$ cat src/rtl/four_way_demux_component.sv
// Four-lane demultiplexer: each lane is a one-entry buffer with an EMPTY/FULL FSM.
// Optional delivered-word counter (stat_count) is built when DEMUX_STATS_EN is defined.
module four_way_demux_component #(
    parameter int WIDTH = 16
) (
    input  logic             clk,
    input  logic             reset,
    input  logic [WIDTH-1:0] in,
    input  logic [1:0]       op,
    input  logic             in_valid,
    output logic             in_ready,
    output logic [WIDTH-1:0] out0,
    output logic [WIDTH-1:0] out1,
    output logic [WIDTH-1:0] out2,
    output logic [WIDTH-1:0] out3,
    output logic [3:0]       out_valid,
    input  logic [3:0]       out_ready
`ifdef DEMUX_STATS_EN
    ,
    output logic [15:0]      stat_count
`endif
);

    // Handshake: a word moves on a port only in a cycle where valid && ready.
    // in_ready looks at lane[op] only, so a blocked lane never stalls the others.
    typedef enum logic {
        EMPTY = 1'b0,
        FULL  = 1'b1
    } lane_state_t;

    lane_state_t      state_q [4];
    lane_state_t      state_d [4];
    logic [WIDTH-1:0] data_q  [4];
    logic [WIDTH-1:0] data_d  [4];
    logic [3:0]       deliver;
    logic             accept;

    assign in_ready = !reset && ((state_q[op] == EMPTY) || out_ready[op]);
    assign accept   = in_valid && in_ready;

    always_comb begin
        for (int n = 0; n < 4; n++) begin
            state_d[n] = state_q[n];
            data_d[n]  = data_q[n];
            deliver[n] = (state_q[n] == FULL) && out_ready[n];
            // An accept on the same edge as a deliver wins: lane stays FULL with the new word.
            if (accept && (op == 2'(n))) begin
                state_d[n] = FULL;
                data_d[n]  = in;
            end else if (deliver[n]) begin
                state_d[n] = EMPTY;
            end
        end
    end

    always_ff @(posedge clk) begin
        for (int n = 0; n < 4; n++) begin
            if (reset) begin
                state_q[n] <= EMPTY;
                data_q[n]  <= '0;
            end else begin
                state_q[n] <= state_d[n];
                data_q[n]  <= data_d[n];
            end
        end
    end

    assign out0 = data_q[0];
    assign out1 = data_q[1];
    assign out2 = data_q[2];
    assign out3 = data_q[3];

    always_comb begin
        for (int n = 0; n < 4; n++) begin
            out_valid[n] = (state_q[n] == FULL);
        end
    end

`ifdef DEMUX_STATS_EN
    logic [2:0]  ndeliv;
    logic [15:0] count_q;
    logic [15:0] count_d;

    always_comb begin
        ndeliv = 3'd0;
        for (int n = 0; n < 4; n++) begin
            ndeliv = ndeliv + {2'b00, deliver[n]};
        end
        count_d = count_q + {13'd0, ndeliv};
    end

    always_ff @(posedge clk) begin
        if (reset) begin
            count_q <= '0;
        end else begin
            count_q <= count_d;
        end
    end

    assign stat_count = count_q;
`endif

endmodule
$ cat config.mk
export PLATFORM = sky130hd
export DESIGN_NAME = four_way_demux_component
export DESIGN_NICKNAME = d
export VERILOG_FILES = /design/src/rtl/four_way_demux_component.sv
export SDC_FILE = /design/constraint.sdc
export NUM_CORES = 1
export LEC_CHECK = 0
export CORE_ASPECT_RATIO = 1.75
export CORE_UTILIZATION = 30
export CTS_BUF_LIST = sky130_fd_sc_hd__clkbuf_16
export DETAILED_ROUTE_END_ITERATION = 16
export DONT_BUFFER_PORTS = 1
export PLACE_DENSITY = 0.51
export SYNTH_ARGS = -nofsm -noshare
export SYNTH_HDL_FRONTEND = slang
export SYNTH_SLANG_ARGS = --single-unit
$ cat constraint.sdc
create_clock -name clk -period 1.6 [get_ports clk]
set_clock_uncertainty 0.1 [all_clocks]
set_input_delay 0.4 -clock clk [delete_from_list [all_inputs] [get_ports clk]]
set_output_delay 0.4 -clock clk [all_outputs]
set_load 0.01 [all_outputs]
# After elaboration in Yosys (flattened, before gate mapping)
# Memory sizes are Yosys's and may differ from the RTL's.
# Cells that the tools add are included.
dict set report totals {
  reg_bits 0
  mem_bits_rw 68
  input_bits 25
  output_inout_bits 69
  elab_cells 53
  memories 2
}
# memory words word_bits read_ports rd_ports_with_merged_regs write_ports line
set mem_list {}
lappend mem_list {data_q 4 16 4 0 4 33} ;# logic [WIDTH-1:0] data_q [4];
lappend mem_list {state_q 4 1 5 0 4 31} ;# lane_state_t state_q [4];
dict set report op_classes {
  magnitude_cmp 1
  eq_ne 3
  muxes 25
  bitwise 9
  n_reduce_logical 13
}
# op n
set ops {}
lappend ops {{$mux W16} 8}
lappend ops {{$mux W1} 16}
lappend ops {{$logic_and A1 B1 Y1} 10}
lappend ops {{$or A1 B1 Y1} 8}
lappend ops {{$eq A2 B2 Y1 const B} 2}
lappend ops {{$lt A2 B3 Y1 const B} 1}
lappend ops {{$bmux W1 S2} 1}
lappend ops {{$eq A2 B1 Y1 const B} 1}
lappend ops {{$logic_not A2 Y1} 1}
lappend ops {{$logic_not A1 Y1} 1}
lappend ops {{$logic_or A1 B1 Y1} 1}
lappend ops {{$not A1 Y1} 1}

# Longest topological paths before layout
dict set report depth {
  word_depth 8
  depth_mapped 5
  depth_no_buf 3
}

# Worst setup path before layout
# No wires, ideal clock.
dict set report synth_timing {
  path_type {input port to output port}
  startpoint {in op[0]}
  endpoint {out in_ready}
  arrival_ps 1245
  required_time_ps 1100
  path_slack_ps -145
  stages 4
  path_cell_list {inv_1 > clkbuf_1 > mux4_2 > nor2_1}
}
dict set report synth_via {
  elab_chain_cells 4
  word_cells_on_any_way 6
  cone_classes {mux (2); bitwise (1); reduce/logical (2); memory (1)}
}
# element line
set synth_lines {}
lappend synth_lines {{from (decl)} 9} ;# input logic [1:0] op,
lappend synth_lines {{$mem_v2 Z4 W1 or $bmux W1 S2 (tied branches)} n/a}
lappend synth_lines {{$not A1 Y1 or $mux W1 (tied branches)} 38} ;# assign in_ready = !reset && ((state_q[op] == EMPTY) || out_ready[op]);
lappend synth_lines {{$logic_or A1 B1 Y1 *} 38}
lappend synth_lines {{$logic_and A1 B1 Y1 *} 38}
lappend synth_lines {{to (decl)} 11} ;# output logic in_ready,
# Mark *: on every way between the ends. The rest lies on a longest branch, timed or not. The select of a mux whose other input is x is not followed.

==> metrics.csv <==
metric,value,unit
result of the run,"finished, violations left",
failing checks,setup timing,
placeable core region,0.00953,mm2
port buffer count,0,
final hold slack,27.6,ps
final routed DRC violation total,0,
met3 routed WL,909,um
sequential share of the synthesized area,0.457,
routability cong.,0.759,
number of nets with antenna violations after routing,0,
floorplan row count,47,
max-slew violation count,0,
non-filler instance count after layout,446,
total number of nets in the final design,345,
Worst Tran Pin Value,323,ps
cell area after technology mapping,0.00298,mm2
clock input transition at the sequential cells of the worst setup and hold paths,50,ps
Detailed Route WL,10.3,mm
number of storage elements in the synthesis netlist,68,
initial antenna violation count,0,
number of buffers created by CTS,9,
distinct cell type count after synthesis,23,
"sum of internal, switching and leakage power",3.75,mW
setup repair after global routing missed its margin,yes,
Via Count,2746,
"commonest cells after routing, fill and taps aside","sky130_fd_sc_hd__dfxtp_1 (67), sky130_fd_sc_hd__nand4_1 (64), sky130_fd_sc_hd__a21oi_1 (36), sky130_fd_sc_hd__o31ai_1 (32), sky130_fd_sc_hd__nand2_1 (32)",
total congestion overflow after global routing,0,
clock sinks,68,
pin count of the biggest net entering global routing,68,
count of TritonRoute iterations in the first routing pass,4,
endpoint class of the critical path,primary output,
Peak VDD IR,0.541,mV
yosys synthesis warning count,0,
Die ar.,0.0103,mm2
source-to-sink clock delay at the later pin of the worst-skew pair,330,ps
number of buffers on the longest clock path,2,
min cycle time layout,1890,ps
I/O Pins,94,
Root Buffer Master,sky130_fd_sc_hd__clkbuf_16,
power density normalized to cell area,1110,mW/mm2
H-tree levels,3,
vias per cell,6.16,
horizontal die dimension,77.3,um
max-capacitance violation count,0,
TritonCTS clock tree,yes,
wire length per cell,23.2,um
All-Layer GR Usage,0.201,
fillers,1006,
Post-Route Setup TNS,-288,ps
Relative slew margins,0.782,
"commonest non-fill, non-tap cell in the layout",sky130_fd_sc_hd__dfxtp_1,
effective utilization at floorplan,0.312,
Met1 Wirelength,4.11,mm
detailed-routed wire length on met2,5.04,mm
Max Freq,530,MHz
endpoints failing hold,0,
largest fanout on the critical path,2,
final critical-path setup slack,-288,ps
HPWL reported at the end of detailed placement,6.75,mm
fraction of final layout cells sized beyond drive strength 1,0.136,
crit path DAT,1390,ps
first-iteration detailed-routing DRC count,204,
Static Leakage,1.23,nW
CP Class,reg -> out,
critical path data required time,1100,ps
area growth from synthesis to final layout,13.5,%
vertical extent of the die,134,um
class of the tightest hold or removal check,in -> reg,
CP startpoint kind,flop,
# diodes,0,
vias in the first global route,2641,
final setup fails,1,
mean instance size in the synthesized netlist,8.81,um2
first-pass GRT wire length,15.7,mm
Post-Synthesis Cells,338,
number of placed instances with taps included,430,
Final Cycle Share,1.18,
net count after synthesis,363,
highest layer used for signal routing,met4,
[area by class of cell]
type,count,area [um2],area share
Tap cell,122,153,0.0452
Inverter,3,11.3,0.00333
Multi-Input combinational cell,214,1390,0.413
Clock inverter,6,27.5,0.00815
Sequential cell,68,1360,0.403
Clock buffer,9,225,0.0667
Timing Repair Buffer,24,205,0.0607
[final timing paths]
| path | depth (start not counted) | end | start | slack (ps) |
|---|---|---|---|---|
| hold / removal | 1 | state_q[0]$_SDFF_PP0_ | reset | 30 |
| hold reg to reg | 2 | data_q[3][11]$_SDFFE_PP0P_ | data_q[3][11]$_SDFFE_PP0P_ | 410 |
| setup / recovery | 3 | in_ready | state_q[0]$_SDFF_PP0_ | -290 |
| setup reg to reg | 4 | data_q[2][7]$_SDFFE_PP0P_ | state_q[2]$_SDFF_PP0_ | 320 |
[power by group]
part	switching [mW]	internal [mW]	leakage, nW	total [mW]
clock network	0.711	1.01	0.136	1.72
registers	0.0578	1.74	0.552	1.80
logic	0.141	0.0829	0.541	0.223
total	0.909	2.84	1.23	3.75
[Yosys cell counts]
cell                       instances  area share
sky130_fd_sc_hd__o311ai_1         13       0.038
sky130_fd_sc_hd__nand2b_1          4      0.0084
sky130_fd_sc_hd__o31ai_1          32       0.081
sky130_fd_sc_hd__clkbuf_1         40       0.050
sky130_fd_sc_hd__buf_4             4       0.010
sky130_fd_sc_hd__buf_6             3       0.011
sky130_fd_sc_hd__buf_2             4      0.0067
sky130_fd_sc_hd__nor3b_2           1      0.0042
sky130_fd_sc_hd__nand3b_1          1      0.0025
sky130_fd_sc_hd__and3b_1           1      0.0029
sky130_fd_sc_hd__or3b_1            1      0.0029
sky130_fd_sc_hd__nand2_1          32       0.040
sky130_fd_sc_hd__nand3_1           4      0.0067
sky130_fd_sc_hd__inv_1             3      0.0038
sky130_fd_sc_hd__dfxtp_1          68        0.46
sky130_fd_sc_hd__nor2b_1           4      0.0084
sky130_fd_sc_hd__buf_1             2      0.0025
sky130_fd_sc_hd__mux4_2            1      0.0076
sky130_fd_sc_hd__nand4_1          64        0.13
sky130_fd_sc_hd__nor2_1            1      0.0013
sky130_fd_sc_hd__o311ai_0         18       0.053
sky130_fd_sc_hd__o311ai_2          1      0.0055
sky130_fd_sc_hd__a21oi_1          36       0.061
[critical path, cell delays in order, from the launching register on]
cell	delay (ps)
sky130_fd_sc_hd__dfxtp_2	320
sky130_fd_sc_hd__nor2b_4	120
sky130_fd_sc_hd__mux4_2	500
sky130_fd_sc_hd__nor2_4	130
[sequential cells by signal, summed over array words and instances (netlist names)]
name     count
state_q      4
data_q      64
[logic make-up (layout without fill, tap and decap cells)]
group,after synthesis,count (layout),synth area share
mux,1,1,0.00757
buf+inv,56,42,0.0849
simple gates,113,113,0.212
compound gates,100,100,0.238
flops,68,68,0.457
[stage by stage]
stage	setup WS, ps	utilization	cell area, um2
after floorplan	-61.8	-	2990
after global placement	-19.9	0.325	3100
after detailed placement	-32.7	0.325	3100
after CTS	-325	0.354	3380
after global routing	-337	0.355	3380
final	-288	0.355	3380
[what timing repair did]
item | in CTS | in global routing
buffers inserted | 1 | 0
setup endpoints to repair | 1 | 4
pin swaps | 1 | 1
hold buffers | 0 | 0
resized for setup | 5 | 1
endpoints found under the hold margin | 0 | 0
[layer usage]
| layer | GRT usage | vias up |
|---|---|---|
| met5 | 0 | - |
| met4 | 0.0870 | 0 |
| met3 | 0.0857 | 13 |
| met2 | 0.323 | 87 |
| met1 | 0.232 | 1371 |
| li1 | - | 1275 |
Note: power is estimated with default switching activity, not from simulation.
